### config.mk
export PLATFORM = sky130hd
export DESIGN_NAME = seedgen_lfsr
export DESIGN_NICKNAME = d
export VERILOG_FILES = /design/src/rtl/seedgen_pkg.sv /design/src/rtl/seedgen_basis.sv /design/src/rtl/seedgen_lfsr.sv
export SDC_FILE = /design/constraint.sdc
export NUM_CORES = 1
export LEC_CHECK = 0
export CAP_MARGIN = 0
export CORE_UTILIZATION = 52
export CTS_CLUSTER_SIZE = 24
export DETAILED_ROUTE_END_ITERATION = 8
export PLACE_DENSITY = 0.78
export SLEW_MARGIN = 20
export SYNTH_ARGS = -nofsm -noshare
export SYNTH_HDL_FRONTEND = slang
export SYNTH_SLANG_ARGS = --single-unit
### constraint.sdc
create_clock -name clk -period 3.4 [get_ports clk]
set_input_delay 0.51 -clock clk [delete_from_list [all_inputs] [get_ports clk]]
set_output_delay 0.51 -clock clk [all_outputs]
set_load 0.02 [all_outputs]
### src/rtl/seedgen_pkg.sv
// ============================================================================
// Module   : seedgen_pkg
// Brief    : Shared state encoding, default Galois taps and the LFSR step
//            function for the seed generator.
// Revision : 1.0 - initial release
// ============================================================================
`default_nettype none

package seedgen_pkg;

    typedef enum logic [1:0] {
        IDLE = 2'd0,
        MIX  = 2'd1,
        HOLD = 2'd2
    } state_t;

    localparam logic [7:0]  c_TAPS_W8  = 8'hB8;
    localparam logic [15:0] c_TAPS_W16 = 16'hB400;
    localparam logic [31:0] c_TAPS_W32 = 32'h8020_0003;
    localparam logic [63:0] c_TAPS_W64 = 64'hD800_0000_0000_0000;

    // Operands are zero-extended to 64 bits; narrower callers truncate the result.
    function automatic logic [63:0] lfsr_step(input logic [63:0] value,
                                              input logic [63:0] taps);
        return (value >> 1) ^ (value[0] ? taps : 64'd0);
    endfunction

endpackage

`default_nettype wire

### src/rtl/seedgen_basis.sv
// ============================================================================
// Module   : seedgen_basis
// Brief    : Free-running WIDTH-bit basis counter with sticky wrap flag and
//            synchronous restart.
// Revision : 1.0 - initial release
// ============================================================================
`default_nettype none

module seedgen_basis #(
    parameter int WIDTH = 32
) (
    input  logic             clk,
    input  logic             reset,
    input  logic             restart,
    output logic [WIDTH-1:0] basis,
    output logic             rollover
);

    logic [WIDTH-1:0] r_basis;
    logic             r_rollover;

    // Restart outranks a coincident wrap, so rollover stays clear in that cycle.
    always_ff @(posedge clk or posedge reset) begin
        if (reset) begin
            r_basis    <= '0;
            r_rollover <= 1'b0;
        end else if (restart) begin
            r_basis    <= '0;
            r_rollover <= 1'b0;
        end else begin
            r_basis <= r_basis + 1'b1;
            if (&r_basis) begin
                r_rollover <= 1'b1;
            end
        end
    end

    assign basis    = r_basis;
    assign rollover = r_rollover;

endmodule

`default_nettype wire

### src/rtl/seedgen_lfsr.sv
// ============================================================================
// Module   : seedgen_lfsr
// Brief    : Captures the basis counter on request, whitens it with MIX_ROUNDS
//            Galois LFSR steps and offers it over a valid/ack handshake.
//            Optional SEEDGEN_ENTROPY_EN mixes a synchronised entropy_in bit.
// Revision : 1.0 - initial release
// ============================================================================
`default_nettype none

module seedgen_lfsr
    import seedgen_pkg::*;
#(
    parameter int          WIDTH        = 32,
    parameter logic [63:0] TAPS         = 64'h8020_0003,
    parameter int          MIX_ROUNDS   = 8,
    parameter logic [63:0] NONZERO_SEED = 64'hACE1_ACE1
) (
    input  logic             clk,
    input  logic             reset,
    input  logic             rst_seedgen,
    input  logic             seed_req,
    input  logic             seed_ack,
`ifdef SEEDGEN_ENTROPY_EN
    input  logic             entropy_in,
`endif
    output logic [WIDTH-1:0] seed,
    output logic             seed_valid,
    output logic             busy,
    output logic             rollover
);

    localparam logic [WIDTH-1:0] c_TAPS = TAPS[WIDTH-1:0];
    localparam logic [WIDTH-1:0] c_NZ   = NONZERO_SEED[WIDTH-1:0];
    localparam logic [7:0]       c_LAST = 8'(MIX_ROUNDS - 1);

    state_t           r_state, w_state_next;
    logic [WIDTH-1:0] r_lfsr, w_lfsr_next;
    logic [7:0]       r_rounds, w_rounds_next;
    logic [WIDTH-1:0] r_seed, w_seed_next;
    logic             r_seed_valid, w_valid_next;
    logic [WIDTH-1:0] w_basis;
    logic [WIDTH-1:0] w_step;
    logic [WIDTH-1:0] w_mix;

    seedgen_basis #(
        .WIDTH    (WIDTH)
    ) u_basis (
        .clk      (clk),
        .reset    (reset),
        .restart  (rst_seedgen),
        .basis    (w_basis),
        .rollover (rollover)
    );

    assign w_step = WIDTH'(lfsr_step(64'(r_lfsr), 64'(c_TAPS)));

`ifdef SEEDGEN_ENTROPY_EN
    logic             r_ent_meta, r_ent_sync;
    logic [WIDTH-1:0] w_mix_raw;

    always_ff @(posedge clk or posedge reset) begin
        if (reset) begin
            r_ent_meta <= 1'b0;
            r_ent_sync <= 1'b0;
        end else begin
            r_ent_meta <= entropy_in;
            r_ent_sync <= r_ent_meta;
        end
    end

    assign w_mix_raw = w_step ^ {r_ent_sync, {(WIDTH-1){1'b0}}};
    assign w_mix     = (w_mix_raw == '0) ? c_NZ : w_mix_raw;
`else
    assign w_mix = w_step;
`endif

    always_ff @(posedge clk or posedge reset) begin
        if (reset) begin
            r_state      <= IDLE;
            r_lfsr       <= '0;
            r_rounds     <= '0;
            r_seed       <= '0;
            r_seed_valid <= 1'b0;
        end else begin
            r_state      <= w_state_next;
            r_lfsr       <= w_lfsr_next;
            r_rounds     <= w_rounds_next;
            r_seed       <= w_seed_next;
            r_seed_valid <= w_valid_next;
        end
    end

    always_comb begin
        w_state_next  = r_state;
        w_lfsr_next   = r_lfsr;
        w_rounds_next = r_rounds;
        w_seed_next   = r_seed;
        w_valid_next  = r_seed_valid;
        if (rst_seedgen) begin
            w_state_next = IDLE;
            w_valid_next = 1'b0;
        end else begin
            case (r_state)
                IDLE: begin
                    if (seed_req) begin
                        w_lfsr_next   = (w_basis == '0) ? c_NZ : w_basis;
                        w_rounds_next = '0;
                        w_state_next  = MIX;
                    end
                end
                MIX: begin
                    w_lfsr_next   = w_mix;
                    w_rounds_next = r_rounds + 8'd1;
                    if (r_rounds == c_LAST) begin
                        w_seed_next  = w_mix;
                        w_valid_next = 1'b1;
                        w_state_next = HOLD;
                    end
                end
                HOLD: begin
                    if (seed_ack) begin
                        w_valid_next = 1'b0;
                        w_state_next = IDLE;
                    end
                end
                default: w_state_next = IDLE;
            endcase
        end
    end

    assign seed       = r_seed;
    assign seed_valid = r_seed_valid;
    assign busy       = (r_state == MIX);

endmodule

`default_nettype wire
# [After elaboration in Yosys (flattened, before gate mapping)]
# Cells that the tools add are included.
[totals] output_inout_bits=35 wordCells=46 input_bits=5 reg_bits=108
[op_classes] n_reduce_logical=10 bitwise_logic=2 eq_ne=7 add_sub_neg=2 n_mux=18
[ops] op="two-way mux 32 bit" count=4
[ops] op="case mux 32 bit (2 select lines)" count=1
[ops] op="adder 32 x 1 -> 32 bit (second input constant)" count=1
[ops] op="zero test 32 bit" count=1
[ops] op="AND reduction 32 bit" count=1
[ops] op="XOR 31 x 32 -> 32 bit" count=1
[ops] op="case mux 8 bit (2 select lines)" count=1
[ops] op="AND reduction 3 bit" count=4
[ops] op="adder 8 x 1 -> 8 bit (second input constant)" count=1
[ops] op="equality test 8 x 3 -> 1 bit (second input constant)" count=1
[ops] op="two-way mux 2 bit" count=4
[ops] op="two-way mux 8 bit" count=1
[ops] op="!= test 3 bit (second input constant)" count=2
[ops] op="case mux 2 bit (3 select lines)" count=1
[ops] op="two-way mux 1 bit" count=5
[ops] op="nonzero test 2 bit" count=2
[ops] op="!= test 3 x 2 -> 1 bit (second input constant)" count=1
[ops] op="nonzero test 3 bit" count=1
[ops] op="equality test 2 x 1 -> 1 bit (second input constant)" count=1
[ops] op="equality test 2 bit (second input constant)" count=1
[ops] op="zero test 2 bit" count=1
[ops] op="!= test 2 bit (second input constant)" count=1
[ops] op="case mux 1 bit (2 select lines)" count=1
[ops] op="NOT 1 bit" count=1

# [Logic depth before layout (Yosys ltp)]
# Gate-level depths: netlist of run 1.
[depth] ltp_word=4 depth_mapped=7 mapped_depth_nobuf=6

# [Cells and area by module]
# From an unflattened synthesis of run 1, not the netlist that was laid out.
[unflattened] hier_cells=454 hier_area_um2=5121.2
[modules_own_cells] module="seedgen_lfsr" instances=1 seq_area_each_um2=1876.8 cells_per_inst=279 area_per_inst_um2=3395.8
[modules_own_cells] module="seedgen_basis" instances=1 seq_area_each_um2=825.8 cells_per_inst=175 area_per_inst_um2=1725.4

# [Worst setup path before layout of run 1]
# Ideal clock, no wire load.
[synth_timing] path_kind="register to register" from="register u_basis.r_basis[0] (netlist: u_basis.basis[0])" to="register u_basis.r_rollover (netlist: u_basis.rollover)" setup_time_ns=0.074 required_ns=3.326 synth_period_minus_slack_ns=2.025 path_buffers=0 arrival_ns=1.950 path_stages_with_launch=6 path_slack_ns=1.375 path_cell_list="dfrtp_1 > ha_1 > nand4_4 > or4_4 > or4_4 > a21oi_2"
[synth_between] elab_chain_cells=2
[synth_lines] item="from (decl)" line_no="seedgen_basis.sv:19" rtl="logic [WIDTH-1:0] r_basis;"
[synth_lines] item="from (signal assigned)" line_no="seedgen_basis.sv:31" rtl="r_basis <= r_basis + 1'b1;"
[synth_lines] item="AND reduction 32 bit" line_no="seedgen_basis.sv:32" rtl="if (&r_basis) begin"
[synth_lines] item="nonzero test 2 bit (no line)"
[synth_lines] item="to (signal assigned)" line_no="seedgen_basis.sv:26" rtl="r_rollover <= 1'b0;"
[synth_lines] item="to (signal assigned)" line_no="seedgen_basis.sv:29" rtl="r_rollover <= 1'b0;"
[synth_lines] item="to (signal assigned)" line_no="seedgen_basis.sv:33" rtl="r_rollover <= 1'b1;"
[synth_lines] item="to (decl)" line_no="seedgen_basis.sv:20" rtl="logic r_rollover;"
# No other way between the ends.
# A chain may end at the register's enable or synchronous reset.

# [Final worst setup path of run 1]
[layout_timing] from="register r_state[0]" to="output busy"
[layout_between] elab_chain_cells=1
[layout_lines] item="from (decl)" line_no="seedgen_lfsr.sv:36" rtl="state_t r_state, w_state_next;"
[layout_lines] item="from (signal assigned)" line_no="seedgen_lfsr.sv:85" rtl="r_state <= w_state_next;"
[layout_lines] item="equality test 2 x 1 -> 1 bit" line_no="seedgen_lfsr.sv:133" rtl="assign busy = (r_state == MIX);"
[layout_lines] item="to (decl)" line_no="seedgen_lfsr.sv:28" rtl="output logic busy,"
# No other way between the ends.

==> results.toml, run 1 <==
[floorplanning]
die-area_um2 = 9980
initial_core_util = 0.537
die_height_um = 99.9
fp-row-count = 35
die_width_um = 99.9
floorplan.core_area_um2 = 9280
number_of_primary_i_o_pins = 40

[power_and_ir_drop]
ir_worst_vdd_uv = 197
pwr_density_cell_nw_per_um2 = 477
cellLeakagePower_uw = 0.00245

[global_routing]
grt_pass1_wl_um = 18600
globalRouteOverflowTotal = 0
grt_util_all_layers = 0.237
largest_net_degree_at_the_start_of_global_routing = 56
vias_in_the_first_global_route = 3790
antenna_violations_before_repair = 0

[placement]
port_bufs = 39
detailedPlace.worstSlack_ns = 0.933
globalplace.congestion = 0.870
detailed_place_hpwl_um = 7410

[flow_run]
max_cap_viol_count = 0

[synthesis]
ys_async_sr_fraction = 1.00
yosysTopAreaCellShare = 0.542
synth_most_common_cell = "sky130_fd_sc_hd__dfrtp_1"
count_of_flip_flops_with_a_built_in_enable_after_synthesis = 0
syn_area_per_cell_um2 = 10.3
syn_area_um2 = 4980
synthTopCellsByCount = "108 x sky130_fd_sc_hd__dfrtp_1, 56 x sky130_fd_sc_hd__nand2_1, 40 x sky130_fd_sc_hd__nor2_1"
synth_nets = 490
synthesis.instances = 482
netlist.top_cell.by_area = "sky130_fd_sc_hd__dfrtp_1"
yosys_warnings = 0
synth_cell_type_count = 49
primary_flip_flop_cell_chosen_by_synthesis_mapping = "sky130_fd_sc_hd__dfrtp_1"
postSynthRegisterBits = 108
seq_area_frac_synth = 0.542
synth.area.top_cells = "sky130_fd_sc_hd__dfrtp_1 54%, sky130_fd_sc_hd__mux2_1 7.2%, sky130_fd_sc_hd__nand2_1 4.2%"

[critical_path]
criticalPathCategory = "reg2out"
path_max_fanout = 23
critical_path_required_time_ns = 2.89
cp.arrival_ns = 2.12
worstSetupEndpointType = "primary output"
start_kind = "flip-flop"

[cells_and_area]
antennaDiodeCount = 0
design.final.nets = 521
final_layout_size_suffix_gt1_frac = 0.0677
area.growth.synth_to_final_pct = 14.0

[clock_tree]
cts_inserted_buffers = 9
postCtsResizedCells = 0
post-cts-setup-buffer-count = 0
cts_hold_buffers = 0
clkSlewWorstSetupHoldPaths_ns = 0.11
clock_tree_from_tritoncts = "built"
clk_path_buf_depth = 2
clkSinkCount = 108
ctsHtreeMaxLevel = 3
clkLatencyLatePin_ns = 0.38
cts.root.buffer_cell = "sky130_fd_sc_hd__clkbuf_8"

[drt]
drt_first_pass_iters = 4
wl_um = 10800
wl_per_cell_um = 16.7
first_iter_violations = 290
routed-via-count = 3867
vias_per_cell = 5.99
ant_nets = 0
drcViolationCount = 0

[sta]
setup_viols_final = 0
timing.final.crit_period_ns = 2.63
worstMarginPinSlew_ns = 0.686
unrepaired_setup_endpoints_after_global_routing = "false"
maxSlewViolCount = 0
max-slew-margin-rel = 0.543
finalClockSkew_ns = 0.0136
postLayoutSetupSlackWorst_ns = 0.767
fin_setup_tns_ns = 0
layout_worst_path_cycle_share = 0.775
maxClockFrequency_mhz = 380
final_hold_viol_count = 0

[worst_hold_path]
min-delay-path-class = "reg2reg"

[run_status]
status = "finished, final reports clean"
[stage by stage]
step           cells  hold slack, ns   util  power [uW]  instance area (um2)
2_1_floorplan    482           0.459      -        1800                 4980
3_3_place_gp     631           0.473  0.592        1970                 5500
3_5_place_dp     631           0.481  0.592        1990                 5500
4_1_cts          646           0.503  0.612        2730                 5680
5_1_grt          646           0.518  0.612        2830                 5680
6_report         646           0.497  0.612        2710                 5680
[state kept, by name, indices dropped and copies added (netlist names)]
register and flops:
r_lfsr 32, r_state 2, r_rounds 8, u_basis.basis 32, seed_valid 1, seed 32
u_basis.rollover 1
[critical path: stages (launching register included)]
cell and delay [ns]:
sky130_fd_sc_hd__dfrtp_1 0.60, sky130_fd_sc_hd__nand2b_1 0.14, sky130_fd_sc_hd__inv_2 0.33, sky130_fd_sc_hd__clkdlybuf4s50_1 0.68
[routing by layer]
metal,track usage,wire length [um],up-vias
met3,0.0439,623,21
li1,-,-,1782
met4,0.0939,181,0
met2,0.381,5150,144
met1,0.319,4840,1920
met5,0,0,-
[final timing paths]
check,startpoint,end,slack (ns),cells past startpoint
setup / recovery,r_state[0],busy,0.77,3
hold / removal,seed[16],seed[16],0.50,1
setup reg to reg,u_basis.basis[0],u_basis.rollover,1.03,5
hold reg to reg,seed[16],seed[16],0.50,1
max in group asynchronous,reset,r_lfsr[17],2.10,3
min in group asynchronous,reset,r_lfsr[25],0.58,2
[layout by cell type, fill, tap and decap left out, types with 12 or more instances in the layout]
cell type                         instances
sky130_fd_sc_hd__dfrtp_1                108
sky130_fd_sc_hd__nor2_1                  40
sky130_fd_sc_hd__xnor2_1                 14
sky130_fd_sc_hd__nand3_1                 14
sky130_fd_sc_hd__clkdlybuf4s50_1         39
sky130_fd_sc_hd__o21ai_0                 20
sky130_fd_sc_hd__mux2_1                  32
sky130_fd_sc_hd__nand4_1                 12
sky130_fd_sc_hd__inv_1                   13
sky130_fd_sc_hd__o21ai_1                 12
sky130_fd_sc_hd__a2bb2oi_1               15
sky130_fd_sc_hd__nand2_1                 56
sky130_fd_sc_hd__a21oi_1                 25
[layout make-up]
| type | count | area (um2) |
|---|---|---|
| fillers | 776 | 3600 |
| flip-flops and latches | 108 | 2700 |
| multi-input cells | 332 | 2110 |
| repair buffers | 47 | 463 |
| well taps | 129 | 161 |
| clock buffers | 9 | 124 |
| clock inverters | 6 | 61.3 |
| inverters | 15 | 58.8 |
[report_power, final]
part           leakage [uW]  internal [uW]  switching (uW)
logic              0.000915            204             233
registers           0.00144           1420             114
clock network     0.0000906            279             465
total               0.00245           1900             812
[logic make-up after synthesis]
| family | share of synthesized area |
|---|---|
| AOI/OAI and AO/OA | 0.119 |
| xor gates and xnor gates | 0.0316 |
| adders and majority gates | 0.00753 |
| buffers and inverters | 0.0349 |
| DFF | 0.542 |
| muxes | 0.0788 |
| and+or+nand+nor | 0.186 |
No activity file was read; power rests on OpenSTA's default activity.
==> run 2, diff against run 1 <==
--- a/config.mk
+++ b/config.mk
@@ -6,10 +6,10 @@
 export NUM_CORES = 1
 export LEC_CHECK = 0
 export CAP_MARGIN = 0
-export CORE_UTILIZATION = 52
+export CORE_UTILIZATION = 58
 export CTS_CLUSTER_SIZE = 24
 export DETAILED_ROUTE_END_ITERATION = 8
-export PLACE_DENSITY = 0.78
+export PLACE_DENSITY = 0.83
 export SLEW_MARGIN = 20
 export SYNTH_ARGS = -nofsm -noshare
 export SYNTH_HDL_FRONTEND = slang
==> constraint.sdc (replaced) <==
create_clock -name clk -period 2.7 [get_ports clk]
set_input_delay 0.405 -clock clk [delete_from_list [all_inputs] [get_ports clk]]
set_output_delay 0.405 -clock clk [all_outputs]
set_load 0.02 [all_outputs]
==> run 2 against run 1 <==
Compared with the run above: sequential power grew 25%; combinational power increased by 27%; wire length up 1.3%; sequential share of layout area shrank 0.073 points; critical path type is now reg2reg; highest routed layer unchanged.
==> results.toml, run 2 (synthesized netlist as in run 1, its figures left out) <==
[critical_path]
crit_path_cell_trace = "nor4_1 -> nand4_1 -> o21ai_1 -> buf_4 -> o221ai_1"
total_buffers_and_inverters_traversed_by_the_critical_path = 1
path_max_fanout = 9
worstSetupEndpointType = "flip-flop"
crit_slowest_cell = "sky130_fd_sc_hd__o21ai_1"
start_kind = "flip-flop"
critical_path.max_stage_delay_ns = 0.58
cp_top_family = "compound AO/OA/AOI/OAI gates"
cp.arrival_ns = 2.54
critical_path_required_time_ns = 2.94
criticalPathCategory = "reg2reg"

[floorplanning]
die-area_um2 = 8970
initial_core_util = 0.604
die_width_um = 94.7
fp-row-count = 33
die_height_um = 94.7
floorplan.core_area_um2 = 8260
number_of_primary_i_o_pins = 40

[clock_tree]
clock_tree_from_tritoncts = "built"
postCtsResizedCells = 0
clkSinkCount = 108
post-cts-setup-buffer-count = 0
clkLatencyLatePin_ns = 0.37
clk_path_buf_depth = 2
cts_inserted_buffers = 9
cts.root.buffer_cell = "sky130_fd_sc_hd__clkbuf_8"
clkSlewWorstSetupHoldPaths_ns = 0.11
cts_hold_buffers = 0
ctsHtreeMaxLevel = 3

[power_and_ir_drop]
total_switching_power_uw = 1020
ir_worst_vdd_uv = 296
internal_power_uw = 2400
pwr_density_cell_nw_per_um2 = 600
cellLeakagePower_uw = 0.00247
share_seq_of_total_power = 0.563
totalPowerFinal_uw = 3420
power_switching_share = 0.299
power.combinational.fraction = 0.162
power_frac_clock = 0.274

[cells_and_area]
layout_common_cells = "108 x sky130_fd_sc_hd__dfrtp_1, 56 x sky130_fd_sc_hd__nand2_1, 40 x sky130_fd_sc_hd__nor2_1, 39 x sky130_fd_sc_hd__clkdlybuf4s50_1, 32 x sky130_fd_sc_hd__mux2_1"
finish.cell_count_without_fillers = 626
final_design_area_no_fill_um2 = 5690
final_layout_size_suffix_gt1_frac = 0.0749
most_common_library_cell_in_the_layout_ignoring_fill_and_taps = "sky130_fd_sc_hd__dfrtp_1"
fillers = 589
area.growth.synth_to_final_pct = 14.2
antennaDiodeCount = 0
design.final.nets = 525

[drt]
first_iter_violations = 286
drt_first_pass_iters = 7
wl_per_cell_um = 17.5
drcViolationCount = 0
vias_per_cell = 6.24
wl_um = 10900
routed-via-count = 3909
ant_nets = 0

[sta]
layout_worst_path_cycle_share = 0.853
max-slew-margin-rel = 0.548
timing.final.crit_period_ns = 2.30
unrepaired_setup_endpoints_after_global_routing = "false"
maxSlewViolCount = 0
final_hold_viol_count = 0
maxClockFrequency_mhz = 434
fin_setup_tns_ns = 0
worstMarginPinSlew_ns = 0.674
finalClockSkew_ns = 0.0131
setup_viols_final = 0
postLayoutSetupSlackWorst_ns = 0.397

[placement]
detailedPlace.worstSlack_ns = 0.480
dpl-instance-area_um2 = 5510
globalplace.congestion = 0.899
detailed_place_hpwl_um = 7650
port_bufs = 39
dp.cells = 611

[global_routing]
antenna_violations_before_repair = 0
grt_pass1_wl_um = 18800
globalRouteOverflowTotal = 0
vias_in_the_first_global_route = 3809
grt_util_all_layers = 0.272
largest_net_degree_at_the_start_of_global_routing = 47

[flow_run]
max_cap_viol_count = 0

[run_status]
status = "finished, final reports clean"

[worst_hold_path]
min-delay-path-class = "in2async"
==> run 2: cell types whose count changed in the layout (fill, tap and decap cells not counted), sizes merged <==
cell,previous run,this run
clkinvlp,1,2
inv,17,18
buf,8,12
clkinv,3,1
==> run 2: cell type report <==
class / instances / area [um2] / area share
inverter: 15 / 60.1 / 0.0105
timing repair buffer: 51 / 505 / 0.0888
clock buffer: 9 / 124 / 0.0218
multi-input combinational: 332 / 2110 / 0.371
sequential: 108 / 2700 / 0.475
clock inverter: 6 / 56.3 / 0.00989
tap: 105 / 131 / 0.0231
==> run 2: routing by layer <==
| metal | vias to the layer above | global-route usage | share of wire | wire [um] |
|---|---|---|---|---|
| met5 | - | 0 | 0 | 0 |
| met4 | 0 | 0.105 | 0.017 | 185 |
| met3 | 23 | 0.0443 | 0.064 | 704 |
| met2 | 162 | 0.411 | 0.47 | 5180 |
| met1 | 1924 | 0.396 | 0.44 | 4860 |
| li1 | 1800 | - | - | - |
==> run 2: power groups by stage <==
| stage | combinational, uW | clock [uW] | sequential [uW] |
|---|---|---|---|
| 2_1_floorplan | 280 | 0 | 1980 |
| 3_3_place_gp | 538 | 0 | 1940 |
| 3_5_place_dp | 559 | 0 | 1960 |
| 4_1_cts | 562 | 939 | 1920 |
| 5_1_grt | 616 | 1010 | 1950 |
| 6_report | 555 | 938 | 1920 |
==> run 2: worst reg2reg max path, cell delays in order (launching register included) <==
cell                       delay (ns)
sky130_fd_sc_hd__dfrtp_1         0.48
sky130_fd_sc_hd__nor4_1          0.51
sky130_fd_sc_hd__nand4_1         0.18
sky130_fd_sc_hd__o21ai_1         0.58
sky130_fd_sc_hd__buf_4           0.29
sky130_fd_sc_hd__o221ai_1        0.13
==> run 2: final timing paths <==
check | startpoint | end | slack (ns) | depth (start not counted)
hold reg to reg | seed[15] | seed[15] | 0.50 | 1
hold / removal | reset | u_basis.basis[31] | 0.35 | 2
min in group clk | seed[15] | seed[15] | 0.50 | 1
max in group asynchronous | reset | seed[6] | 1.78 | 3
setup / recovery | u_basis.basis[17] | r_lfsr[1] | 0.40 | 5
setup reg to reg | u_basis.basis[17] | r_lfsr[1] | 0.40 | 5
==> run 2: through the flow <==
| stage | hold slack, ns | util |
|---|---|---|
| after floorplan | 0.459 | - |
| after global placement | 0.472 | 0.668 |
| after detailed placement | 0.481 | 0.668 |
| after CTS | 0.357 | 0.689 |
| after global routing | 0.376 | 0.689 |
| final | 0.345 | 0.689 |
